### src/rtl/shift_register_if.sv
// Bus bundle between the SPI controller (master) and the datapath shift register (slave).
// The signal names match the original flat ports, so existing connections map across by name.
interface shift_register_if #(
    parameter int unsigned width = 8
);
    logic             peripheralClkEdge;
    logic             parallelLoad;
    logic [width-1:0] parallelDataIn;
    logic             serialDataIn;
    logic [width-1:0] parallelDataOut;
    logic             serialDataOut;

    modport master (
        output peripheralClkEdge,
        output parallelLoad,
        output parallelDataIn,
        output serialDataIn,
        input  parallelDataOut,
        input  serialDataOut
    );

    modport slave (
        input  peripheralClkEdge,
        input  parallelLoad,
        input  parallelDataIn,
        input  serialDataIn,
        output parallelDataOut,
        output serialDataOut
    );
endinterface

### src/rtl/shift_register.sv
// SPI datapath shift register: serial-in/parallel-out for receive, parallel-in/serial-out for transmit.
// A parallel load takes priority over a shift; both outputs come directly from the register.
module shift_register #(
    parameter int unsigned width = 8
) (
    input  logic               clk,
    input  logic               rst_n,
    shift_register_if.slave    bus
);

    logic [width-1:0] r_shiftregistermem;

    always_ff @(posedge clk) begin
        if (!rst_n) begin
            r_shiftregistermem <= '0;
        end else if (bus.parallelLoad) begin
            r_shiftregistermem <= bus.parallelDataIn;
        end else if (bus.peripheralClkEdge) begin
            r_shiftregistermem <= {r_shiftregistermem[width-2:0], bus.serialDataIn};
        end
    end

    assign bus.parallelDataOut = r_shiftregistermem;
    assign bus.serialDataOut   = r_shiftregistermem[width-1];

endmodule

### src/flat_wrapper.sv
// flat-port wrapper written by rule: the top's interface ports become plain ports
module shift_register_flat 
#(
    parameter int unsigned width = 8
)
  (clk, rst_n, bus_peripheralClkEdge, bus_parallelLoad, bus_parallelDataIn, bus_serialDataIn, bus_parallelDataOut, bus_serialDataOut);
  shift_register_if #(.width(width)) bus_i ();
  input  logic clk;
  input  logic rst_n;
  input wire logic [$bits(bus_i.peripheralClkEdge)-1:0] bus_peripheralClkEdge;
  input wire logic [$bits(bus_i.parallelLoad)-1:0] bus_parallelLoad;
  input wire logic [$bits(bus_i.parallelDataIn)-1:0] bus_parallelDataIn;
  input wire logic [$bits(bus_i.serialDataIn)-1:0] bus_serialDataIn;
  output wire logic [$bits(bus_i.parallelDataOut)-1:0] bus_parallelDataOut;
  output wire logic [$bits(bus_i.serialDataOut)-1:0] bus_serialDataOut;
  assign bus_i.peripheralClkEdge = bus_peripheralClkEdge;
  assign bus_i.parallelLoad = bus_parallelLoad;
  assign bus_i.parallelDataIn = bus_parallelDataIn;
  assign bus_i.serialDataIn = bus_serialDataIn;
  assign bus_parallelDataOut = bus_i.parallelDataOut;
  assign bus_serialDataOut = bus_i.serialDataOut;
  shift_register #(.width(width)) u_core (.clk(clk), .rst_n(rst_n), .bus(bus_i));
endmodule
### config.mk
export PLATFORM = sky130hd
export DESIGN_NAME = shift_register_flat
export DESIGN_NICKNAME = d
export VERILOG_FILES = /design/src/rtl/shift_register_if.sv /design/src/rtl/shift_register.sv /design/src/flat_wrapper.sv
export SDC_FILE = /design/constraint.sdc
export NUM_CORES = 1
export LEC_CHECK = 0
export CORE_AREA = 3 3 40 42
export DETAILED_ROUTE_END_ITERATION = 8
export DIE_AREA = 0 0 43 45
export PLACE_DENSITY = 0.69
export RECOVER_POWER = 25
export SKIP_LAST_GASP = 1
export SLEW_MARGIN = 10
export SYNTH_ARGS = -nofsm -noshare
export SYNTH_HDL_FRONTEND = slang
export SYNTH_SLANG_ARGS = --single-unit
export TNS_END_PERCENT = 20
### constraint.sdc
create_clock -name clk -period 1.4 [get_ports clk]
set_input_delay 0.21 -clock clk [delete_from_list [all_inputs] [get_ports clk]]
set_output_delay 0.21 -clock clk [all_outputs]
set_load 0.005 [all_outputs]
==> results_tabular.tex <==
\begin{tabular}{lr}
\hline
Metric & Value \\
\hline
\multicolumn{2}{l}{\textbf{Run status}} \\
Run status & finished, final reports clean \\
\multicolumn{2}{l}{\textbf{Finish}} \\
Number of inserted diodes & 0 \\
Number of flip-flops under the largest register name & 8 \\
Number of nets at the end of the flow & 74 \\
Layout overhead on the synthesized area & 56.1\% \\
Final Util & 54.4\% \\
Fraction of layout instances using a drive strength above 1 & 20.3\% \\
Post-route design area & 699 µm² \\
Non-filler cells in the finished layout & 74 \\
\multicolumn{2}{l}{\textbf{Synthesis}} \\
Dominant register cell in the synthesized netlist & sky130\_fd\_sc\_hd\_\_dfxtp\_1 \\
Avg Inst Size Synth & 12.4 µm² \\
Most frequent cells after synthesis & 8 x sky130\_fd\_sc\_hd\_\_dfxtp\_1, 8 x sky130\_fd\_sc\_hd\_\_mux2\_4, 8 x sky130\_fd\_sc\_hd\_\_o211a\_1, 8 x sky130\_fd\_sc\_hd\_\_or2b\_1 \\
Cell variety after synth & 8 \\
Flip-flop and latch count after synthesis & 8 \\
Post-synthesis net count & 49 \\
Sequential area share after synthesis & 35.8\% \\
Share of the synthesized area in the top cell type & 35.8\% \\
Number of warnings reported in the yosys synthesis log & 0 \\
Cells taking the most area after synthesis & sky130\_fd\_sc\_hd\_\_dfxtp\_1 36\%, sky130\_fd\_sc\_hd\_\_mux2\_4 27\%, sky130\_fd\_sc\_hd\_\_o211a\_1 18\% \\
Cell type with the highest aggregate area in the netlist & sky130\_fd\_sc\_hd\_\_dfxtp\_1 \\
Syn Inst Count & 36 \\
Fraction of registers with async set/reset & 0\% \\
Count of flip-flops with a built-in enable after synthesis & 0 \\
Cell area after synthesis & 448 µm² \\
\multicolumn{2}{l}{\textbf{Placement}} \\
Gpl congestion & 0.714 \\
Total instance count after detailed placement & 71 \\
Sum of net half-perimeters after detailed placement & 712 µm \\
Placed cell area & 684 µm² \\
Port bufs & 21 \\
Pre-CTS setup slack & -0.0770 ns \\
\multicolumn{2}{l}{\textbf{Timing}} \\
Slew at the pin with the worst max-slew slack & 0.289 ns \\
Final worst-path setup slack & 0.0729 ns \\
Worst Skew & 0.00348 ns \\
Worst slew margin & 80.7\% \\
Final setup viols & 0 \\
Highest clock frequency the design can meet & 754 MHz \\
Pins Over Slew Limit & 0 \\
Final hold violations & 0 \\
Post-route clock period utilization & 94.8\% \\
Unrepaired setup endpoints after global routing & no \\
Worst Hold Margin & 0.640 ns \\
Time the worst path needs with I/O delays and setup & 1.33 ns \\
\multicolumn{2}{l}{\textbf{Clocking}} \\
Clock buffers created by TritonCTS & 3 \\
Clock Root Buffer & sky130\_fd\_sc\_hd\_\_clkbuf\_4 \\
Number of buffers inserted by post-CTS setup repair & 0 \\
Number of cells upsized or downsized after cts & 0 \\
Quantity of hold-fixing buffers added after cts & 0 \\
Depth of the CTS H-tree & 1 \\
Clock tree from TritonCTS & yes \\
Max Root-Sink Buffers & 2 \\
CTS clock-pin slew for the worst setup and hold paths & 0.05 ns \\
Worst skew pair latency & 0.25 ns \\
Number of sinks on the clock net & 8 \\
\multicolumn{2}{l}{\textbf{Critical path}} \\
Crit path largest cell delay & 0.52 ns \\
Sort of element at the end of the critical path & primary output \\
Crit Path Class & reg2out \\
Library cell contributing the largest single delay on the critical path & sky130\_fd\_sc\_hd\_\_clkdlybuf4s50\_1 \\
WP buf/inv & 1 \\
Startpoint kind of the worst setup timing path & register \\
Cell-by-cell listing of the critical path & clkdlybuf4s50\_1 \\
CP Max Fanout & 3 \\
Crit path required time & 1.19 ns \\
Family with the most delay on the worst path & buffers and inverters \\
Data arrival time of the worst path & 1.12 ns \\
\multicolumn{2}{l}{\textbf{Hold path}} \\
Worst hold path type & reg2reg \\
\multicolumn{2}{l}{\textbf{Power}} \\
Net switching power figure & 0.125 mW \\
Total power per unit cell area & 830 nW/µm² \\
Fraction of power consumed by the clock network & 29.3\% \\
Worst IR drop on VDD & 0.000567 V \\
Pleak & 0.355 nW \\
Proportion of power drawn by flip-flops and latches & 44.6\% \\
Cell internal pwr & 0.455 mW \\
Switching part of the total & 21.6\% \\
Combinational Power Share & 26.1\% \\
\multicolumn{2}{l}{\textbf{Flow run}} \\
Max Cap Viol & 0 \\
\multicolumn{2}{l}{\textbf{Die}} \\
Die Y-Extent & 45 µm \\
Chip Width & 43 µm \\
Area enclosed by the die boundary & 1940 µm² \\
Number of I/O pins & 22 \\
Placeable Area & 1280 µm² \\
Core Rows & 13 \\
Initial standard-cell utilization of the core & 34.9\% \\
\multicolumn{2}{l}{\textbf{Drt}} \\
DRC errors left & 0 \\
Number of iterations in the first detailed-routing pass & 2 \\
Number of DRC markers in iteration 0 & 3 \\
DR vias & 355 \\
Total detailed-routing wirelength & 927 µm \\
Mean number of vias per cell & 4.80 \\
Number of nets still failing antenna checks after routing & 0 \\
Wire per inst & 12.5 µm \\
\multicolumn{2}{l}{\textbf{GRT}} \\
Vias in the first global route & 375 \\
All-layer global routing usage & 11.3\% \\
Number of antenna violations at the first check in global routing & 0 \\
Global-route wire length before repair & 1570 µm \\
Grt total ovfl & 0 \\
Pin count of the biggest net entering global routing & 10 \\
\hline
\end{tabular}
## cell families after synthesis
| group | count (synthesis) | share of synthesized area, % |
|---|---|---|
| mux | 8 | 26.8 |
| buf+inv | 4 | 6.14 |
| flops | 8 | 35.8 |
| compound gates | 8 | 17.9 |
| simple gates | 8 | 13.4 |
## final cells by class
cell class	instances	area, µm²
clock buffer	3	22.5
fill	138	586
multi-input combinational	24	253
sequential	8	160
tap	15	18.8
timing repair buffer	24	245
## routing by layer
| layer | up-vias | routed length (µm) | GRT usage (%) |
|---|---|---|---|
| met4 | 0 | 16 | 9.04 |
| met5 | - | 0 | 0 |
| met2 | 13 | 439 | 17.7 |
| li1 | 177 | - | - |
| met1 | 163 | 400 | 12.7 |
| met3 | 2 | 70 | 3.59 |
## worst paths after layout
path	from	endpoint	slack, ns	cells after the start
setup / recovery	u_core.bus.parallelDataOut[6]	bus_parallelDataOut[6]	0.07	1
hold / removal	u_core.bus.parallelDataOut[0]	u_core.bus.parallelDataOut[1]	0.64	2
setup reg to reg	u_core.bus.parallelDataOut[6]	u_core.bus.parallelDataOut[7]	0.47	2
hold reg to reg	u_core.bus.parallelDataOut[0]	u_core.bus.parallelDataOut[1]	0.64	2
## cell usage in the layout (no fill, tap or decap)
cell type,netlist,routed
sky130_fd_sc_hd__dlygate4sd3_1,0,1
sky130_fd_sc_hd__mux2_4,8,6
sky130_fd_sc_hd__mux2_1,0,2
sky130_fd_sc_hd__o211a_1,8,8
sky130_fd_sc_hd__buf_4,1,2
sky130_fd_sc_hd__clkbuf_4,0,3
sky130_fd_sc_hd__buf_12,0,1
sky130_fd_sc_hd__or2b_1,8,8
sky130_fd_sc_hd__clkdlybuf4s50_1,0,20
sky130_fd_sc_hd__dfxtp_1,8,8
## metrics by stage
| step | power, mW | setup TNS (ns) |
|---|---|---|
| after floorplan | 0.337 | 0 |
| after global placement | 0.420 | -0.476 |
| after detailed placement | 0.422 | -0.538 |
| after CTS | 0.596 | 0 |
| after global routing | 0.621 | 0 |
| final | 0.580 | 0 |
## power by group through the flow
stage               clock (mW)  combinational (mW)  sequential (mW)
floorplan                    0              0.0746            0.263
global placement             0               0.156            0.263
detailed placement           0               0.158            0.264
CTS                      0.177               0.159            0.259
global route             0.196               0.164            0.261
finish                   0.170               0.152            0.259
Power figures use the tool's default switching activity.
